## src/rtl/hazard_stall_controller.sv

```systemverilog
`default_nettype none
// ============================================================================
// Module   : hazard_stall_controller
// Purpose  : Central D-stage stall scheduler for a 5-stage MIPS pipeline
//            (F/D/E/M/W). Tracks in-flight GPR writes in E and M as
//            {valid, write address, Tnew} records and compares the D-stage
//            source registers (with their Tuse) against them. Also sequences
//            the shared mult/div unit with a busy counter and blocks
//            HI/LO-accessing instructions while that unit runs.
// Optional : HAZARD_STALL_CONTROLLER_STATS_EN adds output stall_count[31:0],
//            a saturating count of stalled cycles, cleared by reset only.
// Ports    :
//   clk          in   rising-edge clock
//   reset        in   synchronous, active-high reset
//   d_rs, d_rt   in   D-stage source register fields
//   d_rs_tuse    in   cycles until rs is needed (0..2), 3 = unused
//   d_rt_tuse    in   same encoding for rt
//   d_wen        in   D instruction writes a GPR
//   d_wa         in   D destination register
//   d_tnew       in   cycles after entering E until result is forwardable
//   d_md_start   in   00 none, 01 mult/multu, 10 div/divu, 11 treated as none
//   d_md_use     in   D instruction touches HI/LO or starts the md unit
//   flush        in   exception/eret pipeline flush
//   stall        out  freeze PC and F/D, bubble into D/E
//   md_busy      out  mult/div busy counter is nonzero
//   stall_count  out  (optional) saturating stalled-cycle count
// Revision : 1.0 - initial release
// ============================================================================
module hazard_stall_controller #(
    parameter int MULT_CYCLES = 5,
    parameter int DIV_CYCLES  = 10,
    parameter int CNT_W       = 4
) (
    input  logic       clk,
    input  logic       reset,
    input  logic [4:0] d_rs,
    input  logic [4:0] d_rt,
    input  logic [1:0] d_rs_tuse,
    input  logic [1:0] d_rt_tuse,
    input  logic       d_wen,
    input  logic [4:0] d_wa,
    input  logic [1:0] d_tnew,
    input  logic [1:0] d_md_start,
    input  logic       d_md_use,
    input  logic       flush,
    output logic       stall,
    output logic       md_busy
`ifdef HAZARD_STALL_CONTROLLER_STATS_EN
    ,
    output logic [31:0] stall_count
`endif
);

    localparam logic [1:0]       c_MD_MULT   = 2'b01;
    localparam logic [1:0]       c_MD_DIV    = 2'b10;
    localparam logic [1:0]       c_TUSE_NONE = 2'd3;
    localparam logic [CNT_W-1:0] c_MULT_LOAD = CNT_W'(MULT_CYCLES);
    localparam logic [CNT_W-1:0] c_DIV_LOAD  = CNT_W'(DIV_CYCLES);

    // Saturating decrement of a remaining-latency field.
    function automatic logic [1:0] sat_dec(input logic [1:0] t);
        return (t == 2'd0) ? 2'd0 : t - 2'd1;
    endfunction

    // ------------------------------------------------------------------
    // Scoreboard and md-unit state
    // ------------------------------------------------------------------
    logic             r_e_v_q,    w_e_v_d;
    logic [4:0]       r_e_wa_q,   w_e_wa_d;
    logic [1:0]       r_e_tnew_q, w_e_tnew_d;
    logic             r_e_md_q,   w_e_md_d;
    logic             r_m_v_q,    w_m_v_d;
    logic [4:0]       r_m_wa_q,   w_m_wa_d;
    logic [1:0]       r_m_tnew_q, w_m_tnew_d;
    logic [CNT_W-1:0] r_busy_q,   w_busy_d;

    logic w_rs_hazard;
    logic w_rt_hazard;
    logic w_md_hazard;
    logic w_md_issue;
    logic w_stall;

    // ------------------------------------------------------------------
    // Hazard detection (purely combinational from inputs and state)
    // ------------------------------------------------------------------
    always_comb begin
        w_md_issue = (d_md_start == c_MD_MULT) || (d_md_start == c_MD_DIV);

        // The M record already carries the decremented Tnew, and the compare
        // uses one further step of decrement as its remaining latency.
        w_rs_hazard = (d_rs_tuse != c_TUSE_NONE) && (d_rs != 5'd0) &&
                      ((r_e_v_q && (r_e_wa_q == d_rs) && (r_e_tnew_q > d_rs_tuse)) ||
                       (r_m_v_q && (r_m_wa_q == d_rs) && (sat_dec(r_m_tnew_q) > d_rs_tuse)));

        w_rt_hazard = (d_rt_tuse != c_TUSE_NONE) && (d_rt != 5'd0) &&
                      ((r_e_v_q && (r_e_wa_q == d_rt) && (r_e_tnew_q > d_rt_tuse)) ||
                       (r_m_v_q && (r_m_wa_q == d_rt) && (sat_dec(r_m_tnew_q) > d_rt_tuse)));

        // r_e_md_q covers the issuing op in E; the counter is already loaded
        // then, so it is a belt-and-braces term for the same condition.
        w_md_hazard = d_md_use && ((r_busy_q != '0) || r_e_md_q);

        w_stall = w_rs_hazard || w_rt_hazard || w_md_hazard;
    end

    // ------------------------------------------------------------------
    // Next-state: advance the scoreboard, run the busy counter
    // ------------------------------------------------------------------
    always_comb begin
        w_m_v_d    = r_e_v_q;
        w_m_wa_d   = r_e_wa_q;
        w_m_tnew_d = sat_dec(r_e_tnew_q);

        if (w_stall) begin
            // Bubble into E; D holds its instruction.
            w_e_v_d    = 1'b0;
            w_e_wa_d   = 5'd0;
            w_e_tnew_d = 2'd0;
            w_e_md_d   = 1'b0;
        end else begin
            w_e_v_d    = d_wen && (d_wa != 5'd0);
            w_e_wa_d   = d_wa;
            w_e_tnew_d = d_tnew;
            w_e_md_d   = w_md_issue;
        end

        if (!w_stall && w_md_issue) begin
            w_busy_d = (d_md_start == c_MD_MULT) ? c_MULT_LOAD : c_DIV_LOAD;
        end else if (r_busy_q != '0) begin
            w_busy_d = r_busy_q - 1'b1;
        end else begin
            w_busy_d = r_busy_q;
        end

        // Flush kills everything in flight, including the md operation.
        if (flush) begin
            w_e_v_d    = 1'b0;
            w_e_wa_d   = 5'd0;
            w_e_tnew_d = 2'd0;
            w_e_md_d   = 1'b0;
            w_m_v_d    = 1'b0;
            w_m_wa_d   = 5'd0;
            w_m_tnew_d = 2'd0;
            w_busy_d   = '0;
        end
    end

    always_ff @(posedge clk) begin
        if (reset) begin
            r_e_v_q    <= 1'b0;
            r_e_wa_q   <= 5'd0;
            r_e_tnew_q <= 2'd0;
            r_e_md_q   <= 1'b0;
            r_m_v_q    <= 1'b0;
            r_m_wa_q   <= 5'd0;
            r_m_tnew_q <= 2'd0;
            r_busy_q   <= '0;
        end else begin
            r_e_v_q    <= w_e_v_d;
            r_e_wa_q   <= w_e_wa_d;
            r_e_tnew_q <= w_e_tnew_d;
            r_e_md_q   <= w_e_md_d;
            r_m_v_q    <= w_m_v_d;
            r_m_wa_q   <= w_m_wa_d;
            r_m_tnew_q <= w_m_tnew_d;
            r_busy_q   <= w_busy_d;
        end
    end

    assign stall   = w_stall;
    assign md_busy = (r_busy_q != '0);

`ifdef HAZARD_STALL_CONTROLLER_STATS_EN
    // ------------------------------------------------------------------
    // Stalled-cycle statistics: saturating, survives flush
    // ------------------------------------------------------------------
    logic [31:0] r_stall_count_q, w_stall_count_d;

    always_comb begin
        w_stall_count_d = r_stall_count_q;
        if (w_stall && !flush && (r_stall_count_q != 32'hFFFF_FFFF)) begin
            w_stall_count_d = r_stall_count_q + 32'd1;
        end
    end

    always_ff @(posedge clk) begin
        if (reset) begin
            r_stall_count_q <= 32'd0;
        end else begin
            r_stall_count_q <= w_stall_count_d;
        end
    end

    assign stall_count = r_stall_count_q;
`endif

endmodule
`default_nettype wire

```

## config.mk

```make
export PLATFORM = sky130hd
export DESIGN_NAME = hazard_stall_controller
export DESIGN_NICKNAME = d
export VERILOG_FILES = /design/src/rtl/hazard_stall_controller.sv
export SDC_FILE = /design/constraint.sdc
export NUM_CORES = 1
export LEC_CHECK = 0
export BUFFER_PORTS_ARGS = -buffer_cell sky130_fd_sc_hd__buf_2
export CAP_MARGIN = 25
export CORE_UTILIZATION = 47
export CTS_CLUSTER_SIZE = 24
export DETAILED_ROUTE_END_ITERATION = 10
export HOLD_SLACK_MARGIN = 0.15
export PLACE_DENSITY_LB_ADDON = 0.3
export SYNTH_ARGS = -nofsm -noshare
export SYNTH_HDL_FRONTEND = slang
export SYNTH_SLANG_ARGS = --single-unit
```

## constraint.sdc

```tcl
create_clock -name clk -period 2.1 [get_ports clk]
set_input_delay 0.21 -clock clk [delete_from_list [all_inputs] [get_ports clk]]
set_output_delay 0.21 -clock clk [all_outputs]
set_load 0.05 [all_outputs]
```

Yosys cells after proc, flatten, opt, wreduce, memory -nomap -nowiden. Cells that the tools add are included.

Flip-flop bits (word level): 21. Bits in latches: 0. Bits in writable memories: 0. Bits in read-only memories: 0. Output and inout bits: 2. Logic and storage cells: 59. Memories kept: 0.

Add/subtract/negate cells: 3. $mul: 0. Div/mod/pow operators: 0. $lt $le $gt $ge: 4. Equal/unequal tests: 8. Shift operators: 0. Multiplexer cells: 4. Bitwise logic cells: 0. Reductions and logical operators: 32.

Operator list (number): 5-bit == test (4); 1-bit logical AND (15); 5-bit nonzero test (3); 4-bit two-way mux (3); 2-bit greater-than comparator (4); 1-bit logical OR (6); 3-bit OR reduction (2); 2-bit zero test (2); 2-bit inequality test (second input constant) (2); 4-bit nonzero test (1); 2-bit by 1-bit subtractor with 2-bit output (second input constant) (2); 4-bit by 1-bit subtractor with 4-bit output (second input constant) (1); 2-bit by 1-bit == test with 1-bit output (second input constant) (1); 2-bit == test (second input constant) (1); 2-bit two-way mux (1); 2-bit nonzero test (1); 2-bit OR reduction (1); 1-bit zero test (1).

Logic depth before layout (Yosys ltp). Gate-level depths: netlist of the first run.

Depth in word-level cells: 11. Mapped depth: 8. Depth with buffers taken out: 8.

Worst setup path after synthesis of the first run. Ideal clock, no wire load.

Kind: flip-flop to output port. Start: register r_busy_q[0]. End: output port stall. Data arrival time: 1982 ps. Setup slack: -92 ps. Stages on the path, launching flop included: 6. Buffers on the path: 0. Cells stage by stage: dfxtp_1 > inv_1 > ha_1 > nand2_1 > o21ai_0 > nand3_1.

Cells in the longest elaborated chain, start to end: 4.

Ends and longest elaborated chain: start, declared (line 75) `logic [CNT_W-1:0] r_busy_q, w_busy_d;`; start signal, assigned (line 166) `r_busy_q <= w_busy_d;`; 4-bit nonzero test; named net md_busy (line 47) `output logic md_busy`; 1-bit logical OR (line 101) `w_md_hazard = d_md_use && ((r_busy_q != '0) || r_e_md_q);`; 1-bit logical AND (line 101); 1-bit logical OR (line 103) `w_stall = w_rs_hazard || w_rt_hazard || w_md_hazard;`; end, declared (line 46) `output logic stall,`.

The timed path passes the listed nets, and every way through them passes these cells.

Worst setup path after layout of the first run.
Start: register r_m_tnew_q[1]. End: output port stall.

Cells in the longest elaborated chain, start to end: 8. Elaborated cells between the ends (all ways): 13.

Ends and longest elaborated chain: start, declared (line 74) `logic [1:0] r_m_tnew_q, w_m_tnew_d;`; start signal, assigned (line 165) `r_m_tnew_q <= w_m_tnew_d;`; 2-bit by 1-bit subtractor with 2-bit output / 2-bit zero test (equally long branches) (line 62) `return (t == 2'd0) ? 2'd0 : t - 2'd1;`; 2-bit two-way mux * (line 62); 2-bit greater-than comparator, on equally long branches (line 93, 97); 1-bit logical AND, on equally long branches (line 93, 97); 1-bit logical OR, on equally long branches (line 92, 96); 1-bit logical AND, on equally long branches (line 91, 95); 1-bit logical OR * (2 in series) (line 103).

Every way passes the cells marked *; elsewhere a longest branch is shown, timed or not.

==> results of run 1 <==
[power groups by stage]
| stage | clock network (W) | registers [W] | logic, W |
|---|---|---|---|
| after CTS | 0.000195 | 0.000440 | 0.000293 |
| final | 0.000185 | 0.000440 | 0.000302 |
| after detailed placement | 0 | 0.000448 | 0.000257 |
| after global placement | 0 | 0.000447 | 0.000249 |
| after global routing | 0.000211 | 0.000442 | 0.000332 |
| after floorplan | 0 | 0.000442 | 0.000183 |
[placed cells by master, fill, tap and decap left out, types with 3 or more instances in the layout]
master / count
xnor2_1: 13
inv_1: 16
buf_4: 4
buf_2: 28
dlygate4sd3_1: 8
xor2_1: 9
nand3_1: 6
dfxtp_1: 19
ha_1: 10
nand2_1: 7
a21oi_1: 3
clkbuf_4: 3
nor3_1: 3
nor2_1: 14
and2_1: 6
[registers in the layout, indices dropped and copies added, names as in the netlist]
| register | cells |
|---|---|
| r_e_wa_q | 5 |
| r_m_wa_q | 5 |
| r_busy_q | 4 |
| r_e_tnew_q | 2 |
| r_m_tnew_q | 2 |
| r_e_md_q | 1 |
| r_e_v_q | 1 |
| r_m_v_q | 1 |
[final timing paths]
path | start | endpoint | cells past startpoint
worst max-delay path | r_m_tnew_q[1]$_SDFF_PP0_ | stall | 8
worst min-delay path | reset | r_m_tnew_q[1]$_SDFF_PP0_ | 3
worst max register to register | r_m_tnew_q[1]$_SDFF_PP0_ | r_busy_q[3]$_SDFFE_PP0P_ | 9
worst min register to register | r_e_tnew_q[0]$_SDFF_PP0_ | r_m_tnew_q[0]$_SDFF_PP0_ | 1
[stage by stage]
step	instances	cell area, sq um
global route	214	1673
finish	214	1673
floorplan	138	1242
detailed placement	198	1433
global placement	198	1433
CTS	214	1647
[per-layer routing]
| layer | part of all wire, % | up-vias | track usage [%] |
|---|---|---|---|
| met3 | 2.1 | 6 | 1.724 |
| met2 | 52 | 20 | 42.71 |
| met1 | 43 | 506 | 25.73 |
| met4 | 2.1 | 0 | 10.53 |
| li1 | - | 558 | - |
| met5 | 0 | - | 0 |
[worst max-delay path, cell delays in order, from the launching register on]
cell       delay, ns
dfxtp_2         0.35
and2_4          0.16
ha_4            0.27
nor2b_4         0.14
o2111ai_2       0.13
nor4_2          0.20
o221ai_2        0.14
nand3_1         0.13
buf_6           0.17
[timing repair]
action	in CTS	in global routing
endpoints found under the hold margin	8	0
buffers inserted	4	0
gates resized for setup	15	7
hold buffers	8	0
setup endpoints to repair	3	14
pin swaps	10	6
[kinds of logic after synthesis]
kind of cell / Yosys count / synth area share [%]
multiplexers: 4 / 3.424
AO/OA/AOI/OAI: 12 / 7.653
buffers and inverters: 16 / 4.834
XOR/XNOR: 22 / 15.51
AND/OR/NAND/NOR: 51 / 22.66
adder cells (fa/ha/maj): 12 / 12.08
flip-flops: 21 / 33.84
[layout make-up]
| cell class | instances | area (sq um) |
|---|---|---|
| clock inverters | 1 | 5.005 |
| well taps | 30 | 37.54 |
| repair buffers | 42 | 272.8 |
| fillers | 196 | 804.5 |
| clock buffers | 3 | 22.52 |
| inverters | 16 | 60.06 |
| flip-flops and latches | 21 | 422.9 |
| multi-input cells | 101 | 852.1 |
==> results.toml, run 1 <==
[layout]
final_layout_size_suffix_gt1_share_pct = 32.07
diodes = 0
utilization_pct = 67.53
area_growth_pct = 34.64
nets = 225

[pwr]
vdd_drop_max_uv = 546.7
leakage_nw = 0.7579
power_w = 0.0009269
switchingPower_w = 0.0002972
power.density_mw_per_mm2 = 554.1
swShare_pct = 32.07
pwr-share-comb_pct = 32.6
clkPwrFrac_pct = 20.0
p_int_w = 0.0006296
sequentialPowerShare_pct = 47.5

[cts]
clkSinkCount = 21
cts_buffers = 3
clock_path_buffers = 2
htreeDepth = 1
cts_tree = "built"
clk_pin_slew_ns = 0.10
root_buffer = "clkbuf_4"
clk_latency_ns = 0.30

[timing]
finalHoldWorstSlack_ns = 0.2318
finalHoldViolCount = 0
fin_ws_ns = -0.07650
clock_skew_ns = 0.004881
finalSetupTns_ns = -0.07650
worstMarginPinSlew_ns = 0.3648
layout_worst_path_cycle_share_pct = 103.6
maxSlewHeadroom_pct = 75.52
setup_violations = 1
clock.fmax_ghz = 0.4595
slew_viol_final = 0
grt_setup_unrepaired = "yes"
min_period_ns = 2.177

[status]
violations = "setup timing"
status = "finished with violations"

[synth]
syn_nets = 178
postSynthAreaPerCell_sq_um = 9.003
ys.flop_type = "dfxtp_1"
synth_cells = 138
synthTopCellsByCount = "dfxtp_1 (21), inv_1 (16), nor2_1 (14)"
synthesis.area_sq_mm = 0.001242
synth-edff-count = 0
yosys.area.top_type_share_pct = 33.84
async_reset_ff_share_pct = 0
netlist-cell-type-count = 27
synth_most_common_cell = "dfxtp_1"
yosysTopAreaCell = "dfxtp_1"
ys_seq_elements = 21
yosysSeqAreaShare_pct = 33.84
synth_area_leaders = "dfxtp_1 (34%), ha_1 (12%), xnor2_1 (9.2%)"
ys_warn_count = 0

[drt]
drtPass1Iterations = 4
num_vias = 1090
wl_per_cell_um = 13.28
drtIter0Drc = 15
routed_wl_um = 2841
route.detailed.drc = 0
ant_nets = 0
via_per_inst = 5.093

[global_routing]
overflow = 0
grt_pass1_vias = 1123
grt_max_degree = 13
antenna_found_initial = 0
grt_pass1_wl_um = 4657
gr-usage-all-layers_pct = 22.90

[die]
start_util_pct = 50.15
die_w_um = 53.42
core_sq_mm = 0.002477
die_height_um = 53.42
rows = 18
die-area_sq_mm = 0.002853
io_pins = 30

[setup_path]
end_kind = "primary output"
start_kind = "register"
critPathKind = "reg -> out"
worstPathArrival_ns = 1.97
rrSetupSlack_ns = 0.02
crit_required_ns = 1.89
critical_path_peak_fanout = 2

[run]
maxCapViolCount = 0

[hold_path]
min_path_type = "in -> reg"

[placed_design]
dpl.hpwl_um = 2094
numPortBuffers = 29
pre_cts_ws_ns = 0.006867
gp_congestion = 0.8860
No activity file was read; power rests on OpenSTA's default activity.
==> run 2: changes to the inputs <==
--- a/config.mk
+++ b/config.mk
@@ -5,9 +5,10 @@
 export SDC_FILE = /design/constraint.sdc
 export NUM_CORES = 1
 export LEC_CHECK = 0
+export ABC_AREA = 1
 export BUFFER_PORTS_ARGS = -buffer_cell sky130_fd_sc_hd__buf_2
 export CAP_MARGIN = 25
-export CORE_UTILIZATION = 47
+export CORE_UTILIZATION = 48
 export CTS_CLUSTER_SIZE = 24
 export DETAILED_ROUTE_END_ITERATION = 10
 export HOLD_SLACK_MARGIN = 0.15
==> run 2 against run 1 <==
Largest power group unchanged. Maximum frequency increased by 9.3%. Flip-flop and latch count unchanged. Clock power increased by 4%. The run now ends clean. Hold slack got worse by 0.052 ns. Register-to-register slack improved by 0.23 ns. Critical path depth increased by 3. Worst setup slack improved by 0.19 ns.
==> results.toml, run 2 <==
[setup_path]
rrSetupSlack_ns = 0.25
crit_slowest_cell = "dfxtp_2"
critical_path_peak_fanout = 3
cpPeakStageDelay_ns = 0.34
r2r-end = "r_busy_q[0]$_SDFFE_PP0P_"
ff2ff_path_depth = 13
worstPathCellList = "inv_1 > nand2_1 > ha_1 > a21oi_1 > nand2_1 > nor2_1 > nand2_1 > nand2_2 > a21oi_4 > nand2_2 > buf_8"
reg2reg_from = "r_e_tnew_q[0]$_SDFF_PP0_"
crit_required_ns = 1.89
end_kind = "primary output"
critPathKind = "reg -> out"
critPathMostFrequentCell = "nand2_1"
worstPathArrival_ns = 1.78
start_kind = "register"

[run]
maxCapViolCount = 0

[pwr]
power.density_mw_per_mm2 = 561.6
vdd_drop_max_uv = 675.2
clkPwrFrac_pct = 19.8
p_int_w = 0.0006362
leakage_nw = 0.8802
switchingPower_w = 0.0003342
sequentialPowerShare_pct = 45.7
swShare_pct = 34.44
pwr-share-comb_pct = 34.6

[die]
core_sq_mm = 0.002734
io_pins = 30
die_w_um = 55.50
die_height_um = 55.50
rows = 19
die-area_sq_mm = 0.003080
start_util_pct = 50.25

[layout]
area_growth_pct = 25.77
nets = 291
largest_registers = "r_e_wa_q x5, r_m_wa_q x5, r_busy_q x4"
final_area_sq_mm = 0.001728
stdcell_count = 281
diodes = 0
final_layout_size_suffix_gt1_share_pct = 22.00
most-common-layout-cells = "nand2_1 (47), inv_1 (41), nor2_1 (30), buf_2 (28), dfxtp_1 (18)"
final_common_cell = "nand2_1"

[cts]
cts_buffers = 3
clock_path_buffers = 2
clk_pin_slew_ns = 0.11
clkSinkCount = 21
root_buffer = "clkbuf_4"
clk_latency_ns = 0.30
htreeDepth = 1
cts_tree = "built"

[drt]
drtIter0Drc = 55
routed_wl_um = 2809
num_vias = 1286
drtPass1Iterations = 4
via_per_inst = 4.577
ant_nets = 0
wl_per_cell_um = 9.996
route.detailed.drc = 0

[timing]
min_period_ns = 1.990
maxSlewHeadroom_pct = 79.34
grt_setup_unrepaired = "yes"
finalHoldViolCount = 0
finalHoldWorstSlack_ns = 0.1802
clock.fmax_ghz = 0.5024
slew_viol_final = 0
fin_ws_ns = 0.1095
clock_skew_ns = 0.008420
worstMarginPinSlew_ns = 0.3091
layout_worst_path_cycle_share_pct = 94.79
setup_violations = 0

[synth]
syn_nets = 246
ys_seq_elements = 21
async_reset_ff_share_pct = 0
synth_most_common_cell = "nand2_1"
synth_area_leaders = "dfxtp_1 (31%), nand2_1 (14%), inv_1 (12%)"
synthTopCellsByCount = "nand2_1 (50), inv_1 (43), nor2_1 (30)"
yosysSeqAreaShare_pct = 30.60
postSynthAreaPerCell_sq_um = 6.669
synthesis.area_sq_mm = 0.001374
yosysTopAreaCell = "dfxtp_1"
synth_cells = 206
yosys.area.top_type_share_pct = 30.60
synth-edff-count = 0
ys.flop_type = "dfxtp_1"
netlist-cell-type-count = 23
ys_warn_count = 0

[global_routing]
met2_usage_pct = 33.05
grt_pass1_wl_um = 4698
gr-usage-all-layers_pct = 19.54
antenna_found_initial = 0
grt_pass1_vias = 1152
met1_usage_pct = 24.52
grt_max_degree = 12
overflow = 0
use_met3_pct = 2.810
grt.busiest_layer = "met2"

[hold_path]
holdPathStages = 4
min_from = "reset"
hold_end = "r_busy_q[0]$_SDFFE_PP0P_"
min_path_type = "in -> reg"

[placed_design]
dpl.hpwl_um = 2222
gp_congestion = 0.8886
numPortBuffers = 29
place_inst = 266
placed_area_sq_mm = 0.001558
pre_cts_ws_ns = 0.2874

[status]
status = "complete, no violations"
[run 2: changes by cell type in the layout (fill, tap and decap cells not counted), moves of 5 or more]
cell and change:
and2_1 -6, inv_1 +25, nor2_1 +16, nand2_2 +5, nand2_1 +40, inv_2 +5
xnor2_1 -7
[run 2: worst max-delay path by stage]
stage	startpoint	to	slack [ns]
detailed placement	d_rt_tuse[1]	stall	0.29
finish	r_m_tnew_q[0]$_SDFF_PP0_	stall	0.11
CTS	r_e_tnew_q[0]$_SDFF_PP0_	stall	0.008
floorplan	r_busy_q[0]$_SDFFE_PP0P_	stall	0.21
global route	r_m_tnew_q[1]$_SDFF_PP0_	stall	-0.06
global placement	d_rt_tuse[1]	stall	0.31
[run 2: power groups by stage]
stage / registers [W] / clock network [W] / logic (W)
2_1_floorplan: 0.000447 / 0 / 0.000223
3_3_place_gp: 0.000452 / 0 / 0.000297
3_5_place_dp: 0.000452 / 0 / 0.000300
4_1_cts: 0.000443 / 0.000201 / 0.000316
5_1_grt: 0.000447 / 0.000220 / 0.000377
6_report: 0.000443 / 0.000192 / 0.000335
[run 2: what timing repair did]
| action | CTS | global route |
|---|---|---|
| hold buffers | 8 | 0 |
| pin swaps | 0 | 10 |
| hold endpoints to repair | 8 | 0 |
| gates resized for setup | 1 | 14 |
| setup buffers | 0 | 3 |
| setup endpoints to repair | 1 | 1 |
[run 2: per-layer routing]
metal  part of all wire, %  vias to the layer above
li1                      -                      712
met1                    47                      542
met2                    48                       25
met3                   2.7                        7
met4                   2.2                        0
met5                     0                        -
[run 2: critical path: cells and delay by family (launching register included)]
family	cells	cell delay, ns
flops	1	0.34
simple gates	6	0.46
compound gates	2	0.21
fa+ha+maj	1	0.28
buf+inv	2	0.18
[run 2: cell families after synthesis]
family | synth area share (%)
xor+xnor | 7.650
compound gates | 7.286
fa+ha+maj | 10.93
buf+inv | 12.84
flops | 30.60
simple gates | 30.69
[run 2: area by class of cell]
cell class,count,area (sq um)
multi-input combinational,138,804.5
tap,31,38.79
timing repair buffer,40,257.7
inverter,47,176.4
clock buffer,4,26.28
sequential,21,424.2
fill,257,1006
[run 2: per-stage QoR]
step | total power (W) | util [%] | setup TNS, ns
finish | 0.0009703 | 63.20 | 0
global route | 0.001044 | 63.20 | -0.05640
CTS | 0.0009600 | 60.96 | 0
detailed placement | 0.0007515 | 56.98 | 0
global placement | 0.0007488 | 56.98 | 0
floorplan | 0.0006703 | - | 0
==> run 3: changes to the inputs <==
--- a/config.mk
+++ b/config.mk
@@ -5,14 +5,14 @@
 export SDC_FILE = /design/constraint.sdc
 export NUM_CORES = 1
 export LEC_CHECK = 0
-export ABC_AREA = 1
 export BUFFER_PORTS_ARGS = -buffer_cell sky130_fd_sc_hd__buf_2
-export CAP_MARGIN = 25
-export CORE_UTILIZATION = 48
+export CAP_MARGIN = 20
+export CORE_UTILIZATION = 47
 export CTS_CLUSTER_SIZE = 24
 export DETAILED_ROUTE_END_ITERATION = 10
 export HOLD_SLACK_MARGIN = 0.15
 export PLACE_DENSITY_LB_ADDON = 0.3
+export SKIP_CTS_REPAIR_TIMING = 1
 export SYNTH_ARGS = -nofsm -noshare
 export SYNTH_HDL_FRONTEND = slang
 export SYNTH_SLANG_ARGS = --single-unit
==> run 3 against run 2 <==
The flow now finishes with violations (setup timing). Maximum frequency down 15%. Non-clock buffer count down 3. Clock skew about the same. Register-to-register slack worse by 0.39 ns. Clock power down 3%. Total power down 6.0%. Die area down 7.4%. Worst setup slack worse by 0.35 ns. Core utilization up 0.18 points. Sequential power about the same.
==> results.toml, run 3 (synthesized netlist as in run 1, its figures left out) <==
[drt]
wl_per_cell_um = 12.74
routed_wl_um = 2662
drtIter0Drc = 16
via_per_inst = 5.153
ant_nets = 0
drtPass1Iterations = 4
num_vias = 1077
route.detailed.drc = 0

[cts]
clk_pin_slew_ns = 0.11
clk_latency_ns = 0.30
htreeDepth = 1
cts_tree = "built"
cts_buffers = 3
clkSinkCount = 21
clock_path_buffers = 2
root_buffer = "clkbuf_4"

[die]
die_w_um = 53.42
die-area_sq_mm = 0.002853
rows = 18
die_height_um = 53.42
io_pins = 30
start_util_pct = 50.15
core_sq_mm = 0.002477

[layout]
utilization_pct = 63.38
largest_registers = "r_e_wa_q x5, r_m_wa_q x5, r_busy_q x4"
final_common_cell = "buf_2"
nets = 220
fillers = 203
most-common-layout-cells = "buf_2 (28), dfxtp_1 (19), inv_1 (16), nor2_1 (14), xnor2_1 (13)"
diodes = 0
area_growth_pct = 26.38
final_layout_size_suffix_gt1_share_pct = 27.37

[hold_path]
holdPathStages = 3
min_from = "d_wa[2]"
min_path_type = "in -> reg"

[setup_path]
cpPeakStageDelay_ns = 0.36
start_kind = "register"
crit_slowest_cell = "nor4_1"
crit_path_end = "stall"
r2r-end = "r_busy_q[3]$_SDFFE_PP0P_"
setup.worst_path.start = "r_m_tnew_q[1]$_SDFF_PP0_"
critical_path_peak_fanout = 3
rrSetupSlack_ns = -0.14
worstPathArrival_ns = 2.13
reg2reg_from = "r_m_tnew_q[1]$_SDFF_PP0_"
worstPathCellList = "and2_4 > ha_4 > nor2b_1 > o2111ai_1 > nor4_1 > o221ai_2 > nand3_1 > buf_6"
crit_required_ns = 1.89
critPathKind = "reg -> out"
ff2ff_path_depth = 9
end_kind = "primary output"

[global_routing]
grt.busiest_layer = "met2"
grt_pass1_vias = 1021
antenna_found_initial = 0
met2_usage_pct = 36.46
gr-usage-all-layers_pct = 20.45
met1_usage_pct = 22.45
grt_pass1_wl_um = 4153
use_met3_pct = 2.874
grt_max_degree = 13
overflow = 0

[timing]
min_period_ns = 2.344
worstMarginPinSlew_ns = 0.3875
clock_skew_ns = 0.008241
finalHoldWorstSlack_ns = 0.1365
maxSlewHeadroom_pct = 74.00
finalSetupTns_ns = -0.6052
slew_viol_final = 0
setup_violations = 4
finalHoldViolCount = 0
clock.fmax_ghz = 0.4266
grt_setup_unrepaired = "yes"
layout_worst_path_cycle_share_pct = 111.6
fin_ws_ns = -0.2443

[status]
status = "finished with violations"
violations = "setup timing"

[placed_design]
dpl.hpwl_um = 2094
pre_cts_ws_ns = 0.006867
gp_congestion = 0.8860
numPortBuffers = 29

[pwr]
vdd_drop_max_uv = 565.3
leakage_nw = 0.7246
power.density_mw_per_mm2 = 581.1

[run]
maxCapViolCount = 0
## run 3: cell count changes in the layout (fill, tap and decap cells not counted), moves of 3 or more
cell / delta
nand2_1: -40
inv_1: -25
nor2_1: -16
xnor2_1: +7
and2_1: +6
inv_2: -5
nand2_2: -5
a21oi_1: -3
dlygate4sd3_1: -3
nor4_1: +3
o21ai_0: -3
xor2_1: +3
## run 3: layout make-up
type	count	area, sq um	share of cell area, %
multi-input cells	101	798.3	50.84
clock inverters	1	5.005	0.3187
flip-flops and latches	21	422.9	26.93
clock buffers	3	22.52	1.434
inverters	16	60.06	3.825
repair buffers	37	224.0	14.26
well taps	30	37.54	2.390
## run 3: worst min-delay path by stage
stage / endpoint
finish: r_e_wa_q[2]$_SDFF_PP0_
global route: r_e_wa_q[0]$_SDFF_PP0_
CTS: r_e_tnew_q[0]$_SDFF_PP0_
detailed placement: r_m_tnew_q[0]$_SDFF_PP0_
global placement: r_m_tnew_q[0]$_SDFF_PP0_
floorplan: r_e_tnew_q[0]$_SDFF_PP0_
## run 3: metrics by stage
stage	power (W)	std cells	area, sq um
2_1_floorplan	0.0006253	138	1242
3_5_place_dp	0.0007047	198	1433
5_1_grt	0.0009659	209	1570
3_3_place_gp	0.0006967	198	1433
6_report	0.0009125	209	1570
4_1_cts	0.0008913	202	1460
## run 3: metal layers
layer / up-vias / share of wire, % / wire length, um
met5: - / 0 / 0
met3: 8 / 3.5 / 94
met2: 26 / 50 / 1321
met1: 497 / 44 / 1173
met4: 0 / 2.7 / 73
li1: 546 / - / -
## run 3: critical path, delay by kind of cell (launching register included)
kind	cells	cell delay (ns)
compound gates	2	0.30
fa+ha+maj	1	0.25
buf+inv	1	0.17
flops	1	0.35
simple gates	4	0.78
## run 3: report_power, final
part	switching, W	internal (W)
clock	0.000116	0.0000709
sequential	0.0000194	0.000421
combinational	0.000159	0.000127
total	0.000294	0.000619
